File: config.mk
export PLATFORM = sky130hd
export DESIGN_NAME = spi_dac_rx_flat
export DESIGN_NICKNAME = d
export VERILOG_FILES = /design/src/rtl/spi_dac_rx_if.sv /design/src/rtl/spi_dac_rx.sv /design/src/flat_wrapper.sv
export SDC_FILE = /design/constraint.sdc
export NUM_CORES = 1
export LEC_CHECK = 0
export ABC_AREA = 1
export CAP_MARGIN = 20
export CORE_UTILIZATION = 30
export CTS_BUF_LIST = sky130_fd_sc_hd__clkbuf_4 sky130_fd_sc_hd__clkbuf_8
export DETAILED_ROUTE_END_ITERATION = 8
export SLEW_MARGIN = 20
export SYNTH_ARGS = -nofsm -noshare
export SYNTH_HDL_FRONTEND = slang
export SYNTH_SLANG_ARGS = --single-unit
File: constraint.sdc
create_clock -name clk -period 3.2 [get_ports clk]
set_input_delay 0.96 -clock clk [delete_from_list [all_inputs] [get_ports clk]]
set_output_delay 0.96 -clock clk [all_outputs]
set_load 0.005 [all_outputs]
File: src/rtl/spi_dac_rx_if.sv
// Ready/valid word stream from the SPI receiver to its consumer.
interface spi_dac_rx_if #(
    parameter int WORD_W = 16
);
    logic [WORD_W-1:0] out_data;
    logic              out_valid;
    logic              out_ready;

    modport master (output out_data, output out_valid, input out_ready);
    modport slave  (input out_data, input out_valid, output out_ready);
endinterface

File: src/rtl/spi_dac_rx.sv
// SPI receive deserializer: synchronizes sclk/sync/mosi into clk, shifts frames
// on falling sclk, and offers each word on a ready/valid port with error pulses.
module spi_dac_rx #(
    parameter int WORD_W      = 16,
    parameter int SYNC_STAGES = 2,
    parameter int TIMEOUT_CYC = 1024
) (
    input  logic                clk,
    input  logic                rst_n,
    input  logic                en,
    input  logic                sclk,
    input  logic                sync,
    input  logic                mosi,
    spi_dac_rx_if.master        out_if,
    output logic                busy,
    output logic                frame_err,
    output logic                overflow,
    output logic [15:0]         frame_cnt
);
    localparam int BIT_W = $clog2(WORD_W + 1);
    localparam int WD_W  = $clog2(TIMEOUT_CYC + 1);
    localparam logic [BIT_W-1:0] LAST_BIT = BIT_W'(WORD_W - 1);
    localparam logic [WD_W-1:0]  WD_MAX   = WD_W'(TIMEOUT_CYC);

    typedef enum logic {IDLE = 1'b0, SHIFT = 1'b1} state_t;

    logic [SYNC_STAGES-1:0][2:0] pipe_q, pipe_d;
    logic              sclk_prev_q, sclk_prev_d;
    state_t            state_q, state_d;
    logic [BIT_W-1:0]  bit_cnt_q, bit_cnt_d;
    logic [WORD_W-1:0] shreg_q, shreg_d;
    logic [WD_W-1:0]   wdog_q, wdog_d;
    logic [WORD_W-1:0] out_data_q, out_data_d;
    logic              out_valid_q, out_valid_d;
    logic              frame_err_q, frame_err_d;
    logic              overflow_q, overflow_d;
    logic [15:0]       frame_cnt_q, frame_cnt_d;

    logic              sclk_s, sync_s, mosi_s;
    logic              sample_edge;
    logic              word_done;
    logic [WORD_W-1:0] shreg_next;

    // All three lines share one pipeline so they stay aligned to each other.
    always_comb begin
        pipe_d[0] = {sclk, sync, mosi};
        for (int i = 1; i < SYNC_STAGES; i++) begin
            pipe_d[i] = pipe_q[i-1];
        end
    end

    assign sclk_s      = pipe_q[SYNC_STAGES-1][2];
    assign sync_s      = pipe_q[SYNC_STAGES-1][1];
    assign mosi_s      = pipe_q[SYNC_STAGES-1][0];
    assign sclk_prev_d = sclk_s;
    assign sample_edge = sclk_prev_q & ~sclk_s;
    assign shreg_next  = {shreg_q[WORD_W-2:0], mosi_s};

    always_comb begin
        state_d     = state_q;
        bit_cnt_d   = bit_cnt_q;
        shreg_d     = shreg_q;
        frame_err_d = 1'b0;
        word_done   = 1'b0;
        if (sample_edge) begin
            wdog_d = '0;
        end else if (wdog_q == WD_MAX) begin
            wdog_d = wdog_q;
        end else begin
            wdog_d = wdog_q + WD_W'(1);
        end

        if (!en) begin
            state_d   = IDLE;
            bit_cnt_d = '0;
            shreg_d   = '0;
            wdog_d    = '0;
        end else begin
            case (state_q)
                IDLE: begin
                    if (sample_edge && sync_s) begin
                        state_d   = SHIFT;
                        bit_cnt_d = '0;
                        shreg_d   = '0;
                    end
                end
                SHIFT: begin
                    if (sample_edge) begin
                        if (sync_s) begin
                            // A sync on the start edge's heels is just a restart, not an error.
                            frame_err_d = (bit_cnt_q != '0);
                            bit_cnt_d   = '0;
                            shreg_d     = '0;
                        end else begin
                            shreg_d   = shreg_next;
                            bit_cnt_d = bit_cnt_q + BIT_W'(1);
                            if (bit_cnt_q == LAST_BIT) begin
                                word_done = 1'b1;
                                state_d   = IDLE;
                            end
                        end
                    end else if (wdog_q == WD_MAX) begin
                        frame_err_d = 1'b1;
                        state_d     = IDLE;
                    end
                end
                default: state_d = IDLE;
            endcase
        end
    end

    // A new word may load on the same edge the pending one is accepted.
    always_comb begin
        out_data_d  = out_data_q;
        out_valid_d = out_valid_q;
        frame_cnt_d = frame_cnt_q;
        overflow_d  = 1'b0;
        if (word_done) begin
            if (!out_valid_q || out_if.out_ready) begin
                out_data_d  = shreg_next;
                out_valid_d = 1'b1;
                frame_cnt_d = frame_cnt_q + 16'd1;
            end else begin
                overflow_d = 1'b1;
            end
        end else if (out_valid_q && out_if.out_ready) begin
            out_valid_d = 1'b0;
        end
    end

    always_ff @(posedge clk or negedge rst_n) begin
        if (!rst_n) begin
            pipe_q      <= '0;
            sclk_prev_q <= 1'b0;
            state_q     <= IDLE;
            bit_cnt_q   <= '0;
            shreg_q     <= '0;
            wdog_q      <= '0;
            out_data_q  <= '0;
            out_valid_q <= 1'b0;
            frame_err_q <= 1'b0;
            overflow_q  <= 1'b0;
            frame_cnt_q <= '0;
        end else begin
            pipe_q      <= pipe_d;
            sclk_prev_q <= sclk_prev_d;
            state_q     <= state_d;
            bit_cnt_q   <= bit_cnt_d;
            shreg_q     <= shreg_d;
            wdog_q      <= wdog_d;
            out_data_q  <= out_data_d;
            out_valid_q <= out_valid_d;
            frame_err_q <= frame_err_d;
            overflow_q  <= overflow_d;
            frame_cnt_q <= frame_cnt_d;
        end
    end

    assign out_if.out_data  = out_data_q;
    assign out_if.out_valid = out_valid_q;
    assign busy             = (state_q == SHIFT);
    assign frame_err        = frame_err_q;
    assign overflow         = overflow_q;
    assign frame_cnt        = frame_cnt_q;
endmodule

File: src/flat_wrapper.sv
// flat-port wrapper written by rule: the top's interface ports become plain ports
module spi_dac_rx_flat 
#(
    parameter int WORD_W      = 16,
    parameter int SYNC_STAGES = 2,
    parameter int TIMEOUT_CYC = 1024
)
  (clk, rst_n, en, sclk, sync, mosi, busy, frame_err, overflow, frame_cnt, out_if_out_data, out_if_out_valid, out_if_out_ready);
  spi_dac_rx_if #(.WORD_W(WORD_W)) out_if_i ();
  input  logic clk;
  input  logic rst_n;
  input  logic en;
  input  logic sclk;
  input  logic sync;
  input  logic mosi;
  output logic busy;
  output logic frame_err;
  output logic overflow;
  output logic [15:0] frame_cnt;
  output wire logic [$bits(out_if_i.out_data)-1:0] out_if_out_data;
  output wire logic [$bits(out_if_i.out_valid)-1:0] out_if_out_valid;
  input wire logic [$bits(out_if_i.out_ready)-1:0] out_if_out_ready;
  assign out_if_out_data = out_if_i.out_data;
  assign out_if_out_valid = out_if_i.out_valid;
  assign out_if_i.out_ready = out_if_out_ready;
  spi_dac_rx #(.WORD_W(WORD_W), .SYNC_STAGES(SYNC_STAGES), .TIMEOUT_CYC(TIMEOUT_CYC)) u_core (.clk(clk), .rst_n(rst_n), .en(en), .sclk(sclk), .sync(sync), .mosi(mosi), .out_if(out_if_i), .busy(busy), .frame_err(frame_err), .overflow(overflow), .frame_cnt(frame_cnt));
endmodule
# Word-level counts from Yosys, hierarchy flattened
# Index checks and enable logic that the tools add are counted.
[word_totals]
ram_bits = 0
mem_count = 0
latch_bits = 0
mem_bits_ro = 0
wordCells = 68
ff_bits = 74
[classes]
shifts = 0
mux = 35
n_eq_ne = 6
n_addsub = 3
bitwise_logic = 3
n_reduce_logical = 9
multipliers = 0
order_cmp = 0
n_div = 0
[op_table]
columns = ["cell", "n"]
rows = [
  ["15-bit two-way mux", 4],
  ["11-bit two-way mux", 3],
  ["15-bit case mux with 2 select lines", 1],
  ["1-bit two-way mux", 21],
  ["5-bit two-way mux", 4],
  ["16-bit by 1-bit adder with 16-bit output, second input constant", 1],
  ["11-bit by 1-bit adder with 11-bit output, second input constant", 1],
  ["11-bit equality test, second input constant", 1],
  ["5-bit case mux with 2 select lines", 1],
  ["3-bit by 2-bit inequality test with 1-bit output, second input constant", 2],
  ["2-bit AND reduction", 3],
  ["5-bit by 1-bit adder with 5-bit output, second input constant", 1],
  ["5-bit by 4-bit equality test with 1-bit output, second input constant", 1],
  ["5-bit nonzero test", 1],
  ["3-bit inequality test, second input constant", 1],
  ["1-bit logical AND", 2],
  ["2-bit inequality test, second input constant", 1],
  ["1-bit inverter", 2],
  ["1-bit case mux with 2 select lines", 1],
  ["2-bit nonzero test", 1],
  ["1-bit AND", 1],
  ["1-bit logical NOT", 1],
  ["1-bit logical OR", 1],
]

# Depth between registers and ports, before layout
[logic_depth]
word_depth = 8
ltp_mapped = 12
mapped_depth_nobuf = 11

# Least setup slack after synthesis
# OpenSTA, ideal clock, no wires.
[synth_timing]
path_kind = "input to register"
start = "input en"
end = "register u_core.frame_cnt_q[15], in the netlist u_core.frame_cnt[15]"
stages = 8
required_ps = 3083
setup_slack_ps = 1418
arrival_ps = 1665
setup_ps = 117
path_cell_list = "nand2_2 -> nor2_4 -> nand3_2 -> buf_6 -> nor2_4 -> nand2_1 -> nand2_1 -> nand2_1"
[synth_between]
elab_chain_len = 2
[synth_lines]
columns = ["element", "line", "text"]
rows = [
  ["from (decl)", "flat_wrapper.sv:12", "input logic en;"],
  ["1-bit two-way mux", "spi_dac_rx.sv:73", "if (!en) begin"],
  ["2-bit AND reduction (no line)", "-", ""],
  ["to (signal assigned)", "spi_dac_rx.sv:155", "frame_cnt_q <= frame_cnt_d;"],
  ["to (decl)", "spi_dac_rx.sv:37", "logic [15:0] frame_cnt_q, frame_cnt_d;"],
]
# No other way between the ends.
# A chain may end at the register's enable or synchronous reset.

# Worst setup path after layout
[layout_timing]
start = "input en"
end = "register u_core.out_data_q[6], in the netlist u_core.out_if.out_data[6]"
[layout_between]
elab_chain_len = 2
[layout_lines]
columns = ["element", "line", "text"]
rows = [
  ["1-bit two-way mux", "spi_dac_rx.sv:73", ""],
  ["2-bit AND reduction (no line)", "-", ""],
  ["to (signal assigned)", "spi_dac_rx.sv:151", "out_data_q <= out_data_d;"],
  ["to (decl)", "spi_dac_rx.sv:33", "logic [WORD_W-1:0] out_data_q, out_data_d;"],
]
# No other way between the ends.

==> flow_summary.rst <==
.. list-table::
   :header-rows: 1

   * - Metric
     - Value
   * - Sink count of the clock tree
     - 74
   * - Worst slack, placed
     - 361 ps
   * - Post-Syn Instances
     - 370
   * - Reg2reg end
     - u_core.out_if.out_data[6]
   * - Horiz. Die Dim
     - 107 um
   * - Number of antenna violations at the first check in global routing
     - 0
   * - RSZ-0062 raised after global routing
     - no
   * - TritonCTS clock tree
     - yes
   * - Max transition margin
     - 0.389
   * - Sequential element share of the synthesized area
     - 0.563
   * - Setup TNS Final
     - 0 ps
   * - Cell at the root of the clock tree
     - sky130_fd_sc_hd__clkbuf_8
   * - Share of the core filled with cells in the final layout
     - 0.387
   * - Number of optimization iterations in the first detailed-route pass
     - 4
   * - Via count of the first global-routing pass
     - 2523
   * - Starting DRC count in detailed routing
     - 140
   * - Count of buffers from port buffering
     - 42
   * - First-pass GRT wire length
     - 11500 um
   * - Total number of nets in the final design
     - 431
   * - Worst hold path class
     - reg2reg
   * - Endpoint, Worst Hold
     - u_core.pipe_q[5]
   * - Share of total power in the clock network
     - 0.430
   * - CP cell instances
     - clkdlybuf4s50_1, nand2_2, nor2_4, nand3_2, buf_4, nand2_1, o21ai_0
   * - Critical Path Max Stage Delay
     - 540 ps
   * - Most used cells in the layout excluding fill and tap cells
     - 88 x sky130_fd_sc_hd__nand2_1, 74 x sky130_fd_sc_hd__dfrtp_1, 52 x sky130_fd_sc_hd__inv_1
   * - Fin crit share
     - 0.757
   * - Overall power consumption
     - 0.00179 W
   * - Peak VDD IR
     - 0.000171 V
   * - Critical R2R Launch
     - u_core.bit_cnt_q[0]
   * - Residual overflow from global routing
     - 0
   * - Distinct cell type count of the synthesized netlist
     - 27
   * - CTS HTree Levels
     - 3
   * - Slack of the worst reg-to-reg path
     - 1060 ps
   * - Crit path from
     - en
   * - Data arrival at the endpoint of the critical path
     - 2660 ps
   * - Synthesized area divided by synthesized cell count
     - 8.89 um2
   * - Gate power share
     - 0.036
   * - Reported net switching power
     - 0.000447 W
   * - Vias after detailed routing
     - 2564
   * - Summed area of non-filler cells in the final layout
     - 4050 um2
   * - Total power per unit cell area
     - 441 nW/um2
   * - DP HPWL
     - 4610 um
   * - Number of warnings reported in the yosys synthesis log
     - 0
   * - Latest clock arrival within the worst-skew pair
     - 360 ps
   * - Reg clk slew, reported paths
     - 90 ps
   * - Number of DRC violations after detailed routing
     - 0
   * - Aggregate global-route resource usage
     - 0.129
   * - Initial Util
     - 0.314
   * - Ant diodes
     - 0
   * - Total standard cell area after synthesis
     - 3290 um2
   * - Synth-to-layout area growth
     - 23.2%
   * - CTS buffer count
     - 9
   * - Seq pwr share
     - 0.534
   * - Worst setup path class
     - in2reg
   * - Min Tclk post-route
     - 2420 ps
   * - Final GP Congestion
     - 0.803
   * - Antenna Nets Post-Route
     - 0
   * - Library cell contributing the largest single delay on the critical path
     - sky130_fd_sc_hd__clkdlybuf4s50_1
   * - Max-cap violations
     - 0
   * - Cell-internal power
     - 0.00134 W
   * - Post-Syn Nets
     - 383
   * - CP startpoint kind
     - input port
   * - Result of the run
     - complete, no violations
   * - Share of post-route cells with drive strength above 1
     - 0.0804
   * - Total count of hold-check failures in the final report
     - 0
   * - Final critical-path setup slack
     - 777 ps
   * - Total wirelength of the detailed-routed design
     - 6580 um
   * - Largest net degree at the start of global routing
     - 75
   * - Post-synthesis sequential element count
     - 74
   * - R2r worst-path depth
     - 10
   * - Slew at the pin with the worst max-slew slack
     - 916 ps
   * - Data required, critical path
     - 3440 ps
   * - Number of primary I/O pins
     - 43
   * - Max frequency
     - 413 MHz
   * - Most common library cell in the layout ignoring fill and taps
     - sky130_fd_sc_hd__nand2_1
   * - Total of cells resized after clock tree synthesis
     - 0
   * - Average via count per standard cell
     - 4.59
   * - Maximum clock path buffer count
     - 2
   * - Vertical die dimension
     - 107 um
   * - Cell area after placement
     - 3840 um2
   * - Setup violators final
     - 0
   * - Leakage power summed over all cells
     - 1.83 nW
   * - Area enclosed by the die boundary
     - 11400 um2
   * - Fraction of power spent switching nets
     - 0.250
   * - Skew final
     - 12.3 ps
   * - Number of hold-repair buffers added at the cts stage
     - 0
   * - Crit end category
     - register
   * - Critical Path Fanout Max
     - 32
   * - Number of buffer and inverter stages on the critical path
     - 2
   * - Hold Crit Start
     - u_core.pipe_d[5]
   * - Number of cells on the worst hold path
     - 0
   * - Category of cells accounting for the largest share of critical-path delay
     - buffers and inverters
   * - Std-Cell Core Area
     - 10500 um2
   * - Number of post-CTS setup repair buffers
     - 0
   * - Total number of placement rows
     - 37
   * - Fin. max-slew vios
     - 0
   * - Final routed wire length divided by cell count
     - 11.8 um
-- cell type report --
class                           instances  area (um2)
Tap cell                              136         170
Multi-Input combinational cell        236        1190
Fill cell                            1082        6410
Inverter                               52         195
Sequential cell                        74        1850
Clock inverter                          7        83.8
Clock buffer                            9         124
Timing Repair Buffer                   45         440
-- Yosys cell counts --
master,instances,area share
sky130_fd_sc_hd__a31oi_1,1,0.0019
sky130_fd_sc_hd__nor3_1,2,0.0030
sky130_fd_sc_hd__xnor2_1,2,0.0053
sky130_fd_sc_hd__nand3_1,17,0.026
sky130_fd_sc_hd__ha_1,6,0.023
sky130_fd_sc_hd__buf_2,4,0.0061
sky130_fd_sc_hd__buf_6,2,0.0068
sky130_fd_sc_hd__a22oi_1,1,0.0023
sky130_fd_sc_hd__nand3b_1,1,0.0023
sky130_fd_sc_hd__o21ai_2,4,0.011
sky130_fd_sc_hd__xor2_1,8,0.021
sky130_fd_sc_hd__inv_1,52,0.059
sky130_fd_sc_hd__nor2_4,2,0.0068
sky130_fd_sc_hd__dfrtp_1,74,0.56
sky130_fd_sc_hd__o21ai_0,22,0.033
sky130_fd_sc_hd__nand3_2,1,0.0030
sky130_fd_sc_hd__o21ai_1,1,0.0015
sky130_fd_sc_hd__buf_4,1,0.0023
sky130_fd_sc_hd__nor2_1,37,0.042
sky130_fd_sc_hd__a21oi_1,11,0.017
sky130_fd_sc_hd__o22ai_1,16,0.030
sky130_fd_sc_hd__nor2_2,6,0.011
sky130_fd_sc_hd__nand2_2,1,0.0019
sky130_fd_sc_hd__nand2_1,88,0.10
sky130_fd_sc_hd__a21o_1,1,0.0023
sky130_fd_sc_hd__nand4_1,8,0.015
sky130_fd_sc_hd__clkbuf_1,1,0.0011
-- through the flow --
step | instances | hold WS, ps
2_1_floorplan | 370 | 331
3_3_place_gp | 543 | 334
3_5_place_dp | 543 | 342
4_1_cts | 559 | 362
5_1_grt | 559 | 375
6_report | 559 | 359
-- sequential cells by signal, summed over array words and instances, names as in the netlist --
name	flops
u_core.bit_cnt_q	5
u_core.busy	1
u_core.frame_cnt	16
u_core.frame_err	1
u_core.mosi_s	1
u_core.out_if.out_data	16
u_core.out_if.out_valid	1
u_core.overflow	1
u_core.pipe_d	3
u_core.pipe_q	2
u_core.sclk_prev_q	1
u_core.shreg_q	15
u_core.wdog_q	11
-- logic make-up after synthesis --
group	synth area share
buffers and inverters	0.0757
AND/OR/NAND/NOR	0.212
AO/OA/AOI/OAI	0.0993
flip-flops	0.563
adder cells (fa/ha/maj)	0.0228
XOR/XNOR	0.0266
-- routing by layer --
metal  track usage  part of all wire  vias to the layer above
met3        0.0340             0.036                        7
met4        0.0597             0.015                        0
met5             0                 0                        -
met2         0.202              0.47                       44
met1         0.167              0.48                     1235
li1              -                 -                     1278
-- power groups by stage --
stage / Combinational, W / Sequential (W) / Clock [W]
4_1_cts: 0.0000668 / 0.000955 / 0.000795
3_3_place_gp: 0.0000647 / 0.000973 / 0
5_1_grt: 0.0000748 / 0.000956 / 0.000838
6_report: 0.0000644 / 0.000955 / 0.000769
2_1_floorplan: 0.0000310 / 0.000971 / 0
3_5_place_dp: 0.0000668 / 0.000973 / 0
-- worst max-delay path by stage --
| stage | end | slack [ps] | cells past startpoint |
|---|---|---|---|
| 2_1_floorplan | u_core.frame_cnt[15] | 1420 | 8 |
| 3_3_place_gp | u_core.frame_cnt[13] | 440 | 8 |
| 3_5_place_dp | u_core.out_if.out_data[2] | 360 | 7 |
| 4_1_cts | u_core.out_if.out_data[6] | 750 | 7 |
| 5_1_grt | u_core.frame_cnt[1] | 630 | 8 |
| 6_report | u_core.out_if.out_data[6] | 780 | 7 |
-- worst register-to-register path, stage by stage, from the launching register on --
cell	delay, ps
sky130_fd_sc_hd__dfrtp_1	410
sky130_fd_sc_hd__ha_1	190
sky130_fd_sc_hd__nand2_1	70
sky130_fd_sc_hd__nor2_1	90
sky130_fd_sc_hd__ha_1	140
sky130_fd_sc_hd__inv_1	40
sky130_fd_sc_hd__nor2_1	190
sky130_fd_sc_hd__nand3_2	350
sky130_fd_sc_hd__buf_4	370
sky130_fd_sc_hd__nand2_1	90
sky130_fd_sc_hd__o21ai_0	90
No activity file was read; power rests on OpenSTA's default activity.
